## src/rtl/param_booth_multiplier.sv

```systemverilog
// Sequential radix-4 Booth multiplier: one Booth digit per clock, fixed latency WIDTH/2+1.
// Optional feature macro MULT_ACC_EN adds an acc port that adds the product into out.
module param_booth_multiplier #(
  parameter int WIDTH = 8
) (
  input  logic               clk,
  input  logic               rst,
  input  logic               start,
  input  logic               signed_mode,
  input  logic [WIDTH-1:0]   ina,
  input  logic [WIDTH-1:0]   inb,
`ifdef MULT_ACC_EN
  input  logic               acc,
`endif
  output logic [2*WIDTH-1:0] out,
  output logic               ready
);

  localparam int PW = 2*WIDTH;
  localparam int N  = WIDTH/2 + 1;
  localparam int CW = $clog2(N);
  localparam int BW = WIDTH + 3;

  typedef enum logic [1:0] {IDLE, RUN, DONE} state_t;
  state_t state, state_next;

  // Partial sums are kept modulo 2^(2*WIDTH): bits above the product width
  // can never influence the truncated result, so no guard bits are stored.
  logic signed [PW-1:0] a_p0;
  logic signed [PW-1:0] psum_p0;
  logic signed [PW-1:0] psum_next;
  logic [BW-1:0]        b_p0;
  logic [CW-1:0]        cnt_p0;
  logic                 accept;
  logic                 last;
  logic                 add_prev;
`ifdef MULT_ACC_EN
  logic                 acc_p0;
`endif

  function automatic logic signed [PW-1:0] booth_pp(input logic [2:0] t,
                                                    input logic signed [PW-1:0] a);
    case (t)
      3'b001, 3'b010: return a;
      3'b011:         return a <<< 1;
      3'b100:         return -(a <<< 1);
      3'b101, 3'b110: return -a;
      default:        return '0;
    endcase
  endfunction

  function automatic logic [PW-1:0] wrap_result(input logic [PW-1:0] prev,
                                                input logic [PW-1:0] prod,
                                                input logic add);
    return add ? prev + prod : prod;
  endfunction

  assign ready  = (state != RUN);
  assign accept = start && ready;
  assign last   = (cnt_p0 == CW'(N-1));
`ifdef MULT_ACC_EN
  assign add_prev = acc_p0;
`else
  assign add_prev = 1'b0;
`endif

  always_comb begin
    psum_next = psum_p0 + booth_pp(b_p0[2:0], a_p0);
  end

  always_comb begin
    state_next = state;
    case (state)
      IDLE, DONE: if (accept) state_next = RUN;
      RUN:        if (last)   state_next = DONE;
      default:    state_next = IDLE;
    endcase
  end

  always_ff @(posedge clk) begin
    if (rst) state <= IDLE;
    else     state <= state_next;
  end

  // Stage p0: latch operands on accept, then retire one digit per RUN edge
  always_ff @(posedge clk) begin
    if (rst) begin
      a_p0    <= '0;
      b_p0    <= '0;
      psum_p0 <= '0;
      cnt_p0  <= '0;
      out     <= '0;
`ifdef MULT_ACC_EN
      acc_p0  <= 1'b0;
`endif
    end else if (accept) begin
      a_p0    <= {{(PW-WIDTH){signed_mode & ina[WIDTH-1]}}, ina};
      b_p0    <= {{2{signed_mode & inb[WIDTH-1]}}, inb, 1'b0};
      psum_p0 <= '0;
      cnt_p0  <= '0;
`ifdef MULT_ACC_EN
      acc_p0  <= acc;
`endif
    end else if (state == RUN) begin
      psum_p0 <= psum_next;
      a_p0    <= a_p0 <<< 2;
      b_p0    <= b_p0 >> 2;
      cnt_p0  <= cnt_p0 + CW'(1);
      if (last) out <= wrap_result(out, psum_next, add_prev);
    end
  end

endmodule

```

## config.mk

```make
export PLATFORM = sky130hd
export DESIGN_NAME = param_booth_multiplier
export DESIGN_NICKNAME = d
export VERILOG_FILES = /design/src/rtl/param_booth_multiplier.sv
export SDC_FILE = /design/constraint.sdc
export NUM_CORES = 1
export LEC_CHECK = 0
export CAP_MARGIN = 20
export CELL_PAD_IN_SITES_DETAIL_PLACEMENT = 0
export CELL_PAD_IN_SITES_GLOBAL_PLACEMENT = 1
export CORE_MARGIN = 5
export CORE_UTILIZATION = 45
export DETAILED_ROUTE_END_ITERATION = 8
export PLACE_DENSITY_LB_ADDON = 0.1
export RECOVER_POWER = 50
export SLEW_MARGIN = 10
export SYNTH_ARGS = -nofsm -noshare
export SYNTH_HDL_FRONTEND = slang
export SYNTH_SLANG_ARGS = --single-unit
```

## constraint.sdc

```tcl
create_clock -name clk -period 6.5 [get_ports clk]
set_input_delay 0.65 -clock clk [delete_from_list [all_inputs] [get_ports clk]]
set_output_delay 0.65 -clock clk [all_outputs]
set_load 0.1 [all_outputs]
```

; Word level (Yosys, flattened, before mapping)
; Cells that the tools add are included.
; W data, S select, Z words.
[totals]
inputBits = 20
register_bits = 64
elab_cells = 43
[classes]
mux = 8
n_reduce_logical = 9
addsub = 4
eq_ne = 12
bitwise_logic = 3
[ops]
columns = cell, n
row1 = $pmux W16 S4, 1
row2 = $mux W16, 2
row3 = $neg A16 Y16, 2
row4 = $mux W11, 2
row5 = $add A16 B16 Y16, 1
row6 = $eq A3 B3 Y1 const B, 4
row7 = $reduce_or A2 Y1, 4
row8 = $eq A3 B2 Y1 const B, 2
row9 = $mux W2, 2
row10 = $ne A2 B2 Y1 const B, 2
row11 = $pmux W2 S2, 1
row12 = $add A3 B1 Y3 const B, 1
row13 = $eq A3 B1 Y1 const B, 1
row14 = $reduce_and A3 Y1, 1
row15 = $and A1 B1 Y1, 2
row16 = $eq A2 B1 Y1 const B, 1
row17 = $eq A2 B2 Y1 const B, 1
row18 = $logic_not A2 Y1, 1
row19 = $ne A2 B1 Y1 const B, 1
row20 = $reduce_and A2 Y1, 1
row21 = $reduce_bool A2 Y1, 1
row22 = $logic_and A1 B1 Y1, 1
row23 = $not A1 Y1, 1

; Logic depth before layout (Yosys ltp)
[logic_depth]
depth_word = 4
mapped_depth = 18
ltp_nobuf = 18

; Least setup slack after synthesis
; No wires, ideal clock.
[synth_timing]
kind = reg2reg
start = register a_p0[0]
end = register out[13]
n_path_buf = 0
stages_incl_launch_ff = 18
period_less_slack_ns = 3.330
setup_slack_ns = 3.170
arrival_ns = 3.268
cell_sequence = dfxtp_1 inv_1 ha_1 nor2b_1 nand2_2 or4_4 nand2_2 xnor2_1 a22oi_1 nor2_1 a221o_1 ha_1 nand2_1 a21oi_1 a221o_1 a31oi_1 or4_1 nand3_1
[synth_between]
elab_chain_len = 3
[synth_rtl]
columns = element, line
row1 = from (decl), 29  ; logic signed [PW-1:0] a_p0;
row2 = from (signal assigned), 97  ; a_p0 <= {{(PW-WIDTH){signed_mode & ina[WIDTH-1]}}, ina};
row3 = from (signal assigned), 106  ; a_p0 <= a_p0 <<< 2;
row4 = $neg A16 Y16 (on tied branches), "47, 46"
row5 = $pmux W16 S4 (*), 43  ; case (t)
row6 = $add A16 B16 Y16 (*), 68  ; psum_next = psum_p0 + booth_pp(b_p0[2:0], a_p0);
row7 = to (signal assigned), 109  ; if (last) out <= wrap_result(out, psum_next, add_prev);
row8 = to (decl), 15  ; output logic [2*WIDTH-1:0] out,
; Every way passes the cells marked *; elsewhere a longest branch is shown, timed or not.
; A chain may end at the register's enable or synchronous reset.

; Worst setup path in the final report
; Ends and elaborated chain as after synthesis.

==> results.toml <==
[yosys]
synth_cells = 514
yosysSeqAreaShare_pct = 31.6
synth_mux_area_share_pct = 5.26
synthAdderAreaFrac_pct = 6.14
synth-xor-area-share_pct = 7.24
synth_edf_count = 0
syn_nets = 553
synth_ff_type = "dfxtp_1"
synth_top_cell_by_area = "dfxtp_1"
async_flop_share_pct = 0
synth.top_cell.area_share_pct = 31.6
yosys.area_share.simple_pct = 20.9
syn_area_um2 = 3990
syn_avg_cell_area_um2 = 7.77
yosys-top-cells-area = "dfxtp_1 (32%), nand2_1 (8.2%), a21oi_1 (7.5%)"
ys_ff_latch = 63
synth_top_family_by_area = "compound AO/OA/AOI/OAI gates"
synth_cell_types = 52
yosys_warnings = 0
synth_compound_area_share_pct = 23.4

[sta]
finalMaxSlewViolations = 32
finClkSkew_ns = 0.00830
fmax_mhz = 246
setup_viol = 0
final_hold_viol_count = 0
period_minus_slack_ns = 4.07
fin_setup_tns_ns = 0
fin_crit_sh_pct = 62.6
setup_slack_ns = 2.43
hold_ws_ns = 0.454
tightest_slew_ns = 1.67
rsz0062_at_grt = "false"
max_slew_margin_pct = -11.4

[power]
p_leak_uw = 0.00175
p_int_uw = 694
power.density_nw_per_um2 = 228
switchingPower_uw = 343
ir_drop_v = 0.000141
p_clk_share_pct = 33.7
comb_power_share_pct = 23.7
switching_share_pct = 33.1
seqPwrFrac_pct = 42.6

[critical_path]
cp.arrival_ns = 4.35
crit_chain = "inv_1 > ha_1 > nor2b_1 > nand2_2 > or4_4 > nand2_2 > xnor2_1 > a22oi_1 > nor2_1 > a221o_1 > ha_1 > nand2_1 > a21oi_1 > a221o_1 > a31oi_1 > or4_1 > nand3_1"
crit_required_ns = 6.78
r2r_start = "a_p0[0]"
crit_type = "register to register"
critPathSlowestCell = "or4_1"
slowest_delay_ns = 0.50
critPathMaxFanout = 6
start_kind = "register"
crit_path_end_kind = "register"
reg2reg_depth = 17
cp-startpoint = "a_p0[0]"

[clock_tree]
ctsHoldBuffers = 0
htree_levels = 3
clkSlewWorstSetupHoldPaths_ns = 0.08
clockBufferDepth = 2
post_cts_resized = 0
clock_sinks = 63
cts_tree = "yes"
cts_setup_buffers = 0
clk_latency_ns = 0.34
numCtsBuffers = 9
cts_root_buf = "clkbuf_8"

[place]
post-place-cells = 624
gp_congestion = 0.910
port_buffers = 36
dp_hpwl_um = 7250
preCtsSetupSlack_ns = 2.51

[outcome]
outcome = "complete, but fails checks"
violations = "max-capacitance violations, max-slew violations"

[job]
cap_violations = 1

[global_routing]
first_global_vias = 3294
grt-ovfl-total = 0
grt_max_degree = 49
antenna_found_initial = 0
grt_pass1_wl_um = 17100
track_usage_pct = 19.0

[detailed_routing]
drc = 0
drt_iter0_drc = 167
drt_first_pass_iters = 5
routed_wl_um = 10300
ant_nets = 0
wl_per_cell_um = 16.0
viasPerCell = 5.65
routed-via-count = 3621

[die]
core_region_area_um2 = 8680
rows = 34
pin_count = 37
die_area_um2 = 10900
die_x_um = 104
die_height_um = 104
initial_core_util_pct = 46.0

[finish]
layout.nets = 567
instances_no_fill = 641
diodes = 0
drive_gt1_share_pct = 6.00
utilization_pct = 52.4
regArea_um2 = 1260
multi_input_area_um2 = 2520
fill_cells = 908
syn2layout_area_growth_pct = 13.9

[hold_path]
min_path_cells = 2
worstHoldPathType = "register to register"
hold_start = "out[3]"
-- routing by layer --
layer / part of all wire [%] / GRT usage (%) / wire [um]
met1: 49 / 28.4 / 5080
met4: 1.3 / 5.27 / 131
met2: 44 / 27.0 / 4510
met3: 5.3 / 4.53 / 543
met5: 0 / 0 / 0
-- power by group through the flow --
| stage | Sequential (uW) | Clock [uW] | Combinational [uW] |
|---|---|---|---|
| 3_3_place_gp | 449 | 0 | 245 |
| 5_1_grt | 445 | 381 | 273 |
| 2_1_floorplan | 424 | 0 | 208 |
| 4_1_cts | 441 | 358 | 246 |
| 3_5_place_dp | 449 | 0 | 244 |
| 6_report | 442 | 349 | 246 |
-- worst max-delay path, delay by kind of cell, from the launching register on --
| kind | cells | cell delay, ns |
|---|---|---|
| flip-flops | 1 | 0.41 |
| XOR/XNOR | 1 | 0.10 |
| buffers and inverters | 1 | 0.14 |
| AND/OR/NAND/NOR | 8 | 1.67 |
| AO/OA/AOI/OAI | 5 | 1.13 |
| adder cells (fa/ha/maj) | 2 | 0.59 |
-- cell usage in the layout, fill, tap and decap left out, types with 10 or more instances in the layout --
cell type / synthesis / layout
a211oi_1: 21 / 21
a21oi_1: 60 / 60
clkbuf_8: 0 / 10
clkdlybuf4s50_1: 0 / 28
dfxtp_1: 63 / 63
ha_1: 18 / 18
mux2i_1: 21 / 21
nand2_1: 87 / 87
nor2_1: 37 / 37
o21ai_0: 23 / 23
xnor2_1: 24 / 24
-- path summary, 6_finish.rpt --
path	endpoint	slack [ns]
setup / recovery	out[13]	2.43
hold / removal	out[3]	0.45
setup reg to reg	out[13]	2.43
hold reg to reg	out[3]	0.45
-- cells in the mapped netlist (3+ instances only) --
library cell   n
a211oi_1      21
a21o_1         9
a21oi_1       60
a221o_1        5
a221oi_1       3
a22oi_1        5
a31oi_1        7
buf_1          4
buf_4          4
clkbuf_1      26
dfxtp_1       63
ha_1          18
inv_1          9
mux2i_1       21
nand2_1       87
nand2_2        3
nand2b_1       8
nand3_1        9
nand4_1        3
nor2_1        37
nor2b_1        7
nor3_1         7
o21a_1         4
o21ai_0       23
o21bai_1       4
xnor2_1       24
xor2_1         9
-- logic make-up (layout without fill, tap and decap cells) --
logic type	count (synthesis)	after routing
mux	21	21
buf+inv	48	67
fa+ha+maj	19	19
compound gates	151	151
simple gates	179	179
xor+xnor	33	33
flops	63	63
-- sequential cells by signal, summed over array words and instances, names as in the netlist --
| signal | flops |
|---|---|
| a_p0 | 16 |
| out | 16 |
| psum_p0 | 16 |
| b_p0 | 10 |
| cnt_p0 | 3 |
| state | 2 |
-- final cells by class --
cell class	instances	area share (%)
repair buffers	42	8.83
clock buffers	11	3.11
multi-input cells	403	55.4
well taps	108	2.97
flip-flops and latches	63	27.7
inverters	9	0.743
clock inverters	5	1.27
-- stage by stage --
step	area (um^2)	total power (uW)
floorplan	3990	632
global placement	4350	694
detailed placement	4350	694
CTS	4540	1050
global route	4550	1100
finish	4550	1040
Note: power is estimated with default switching activity, not from simulation.
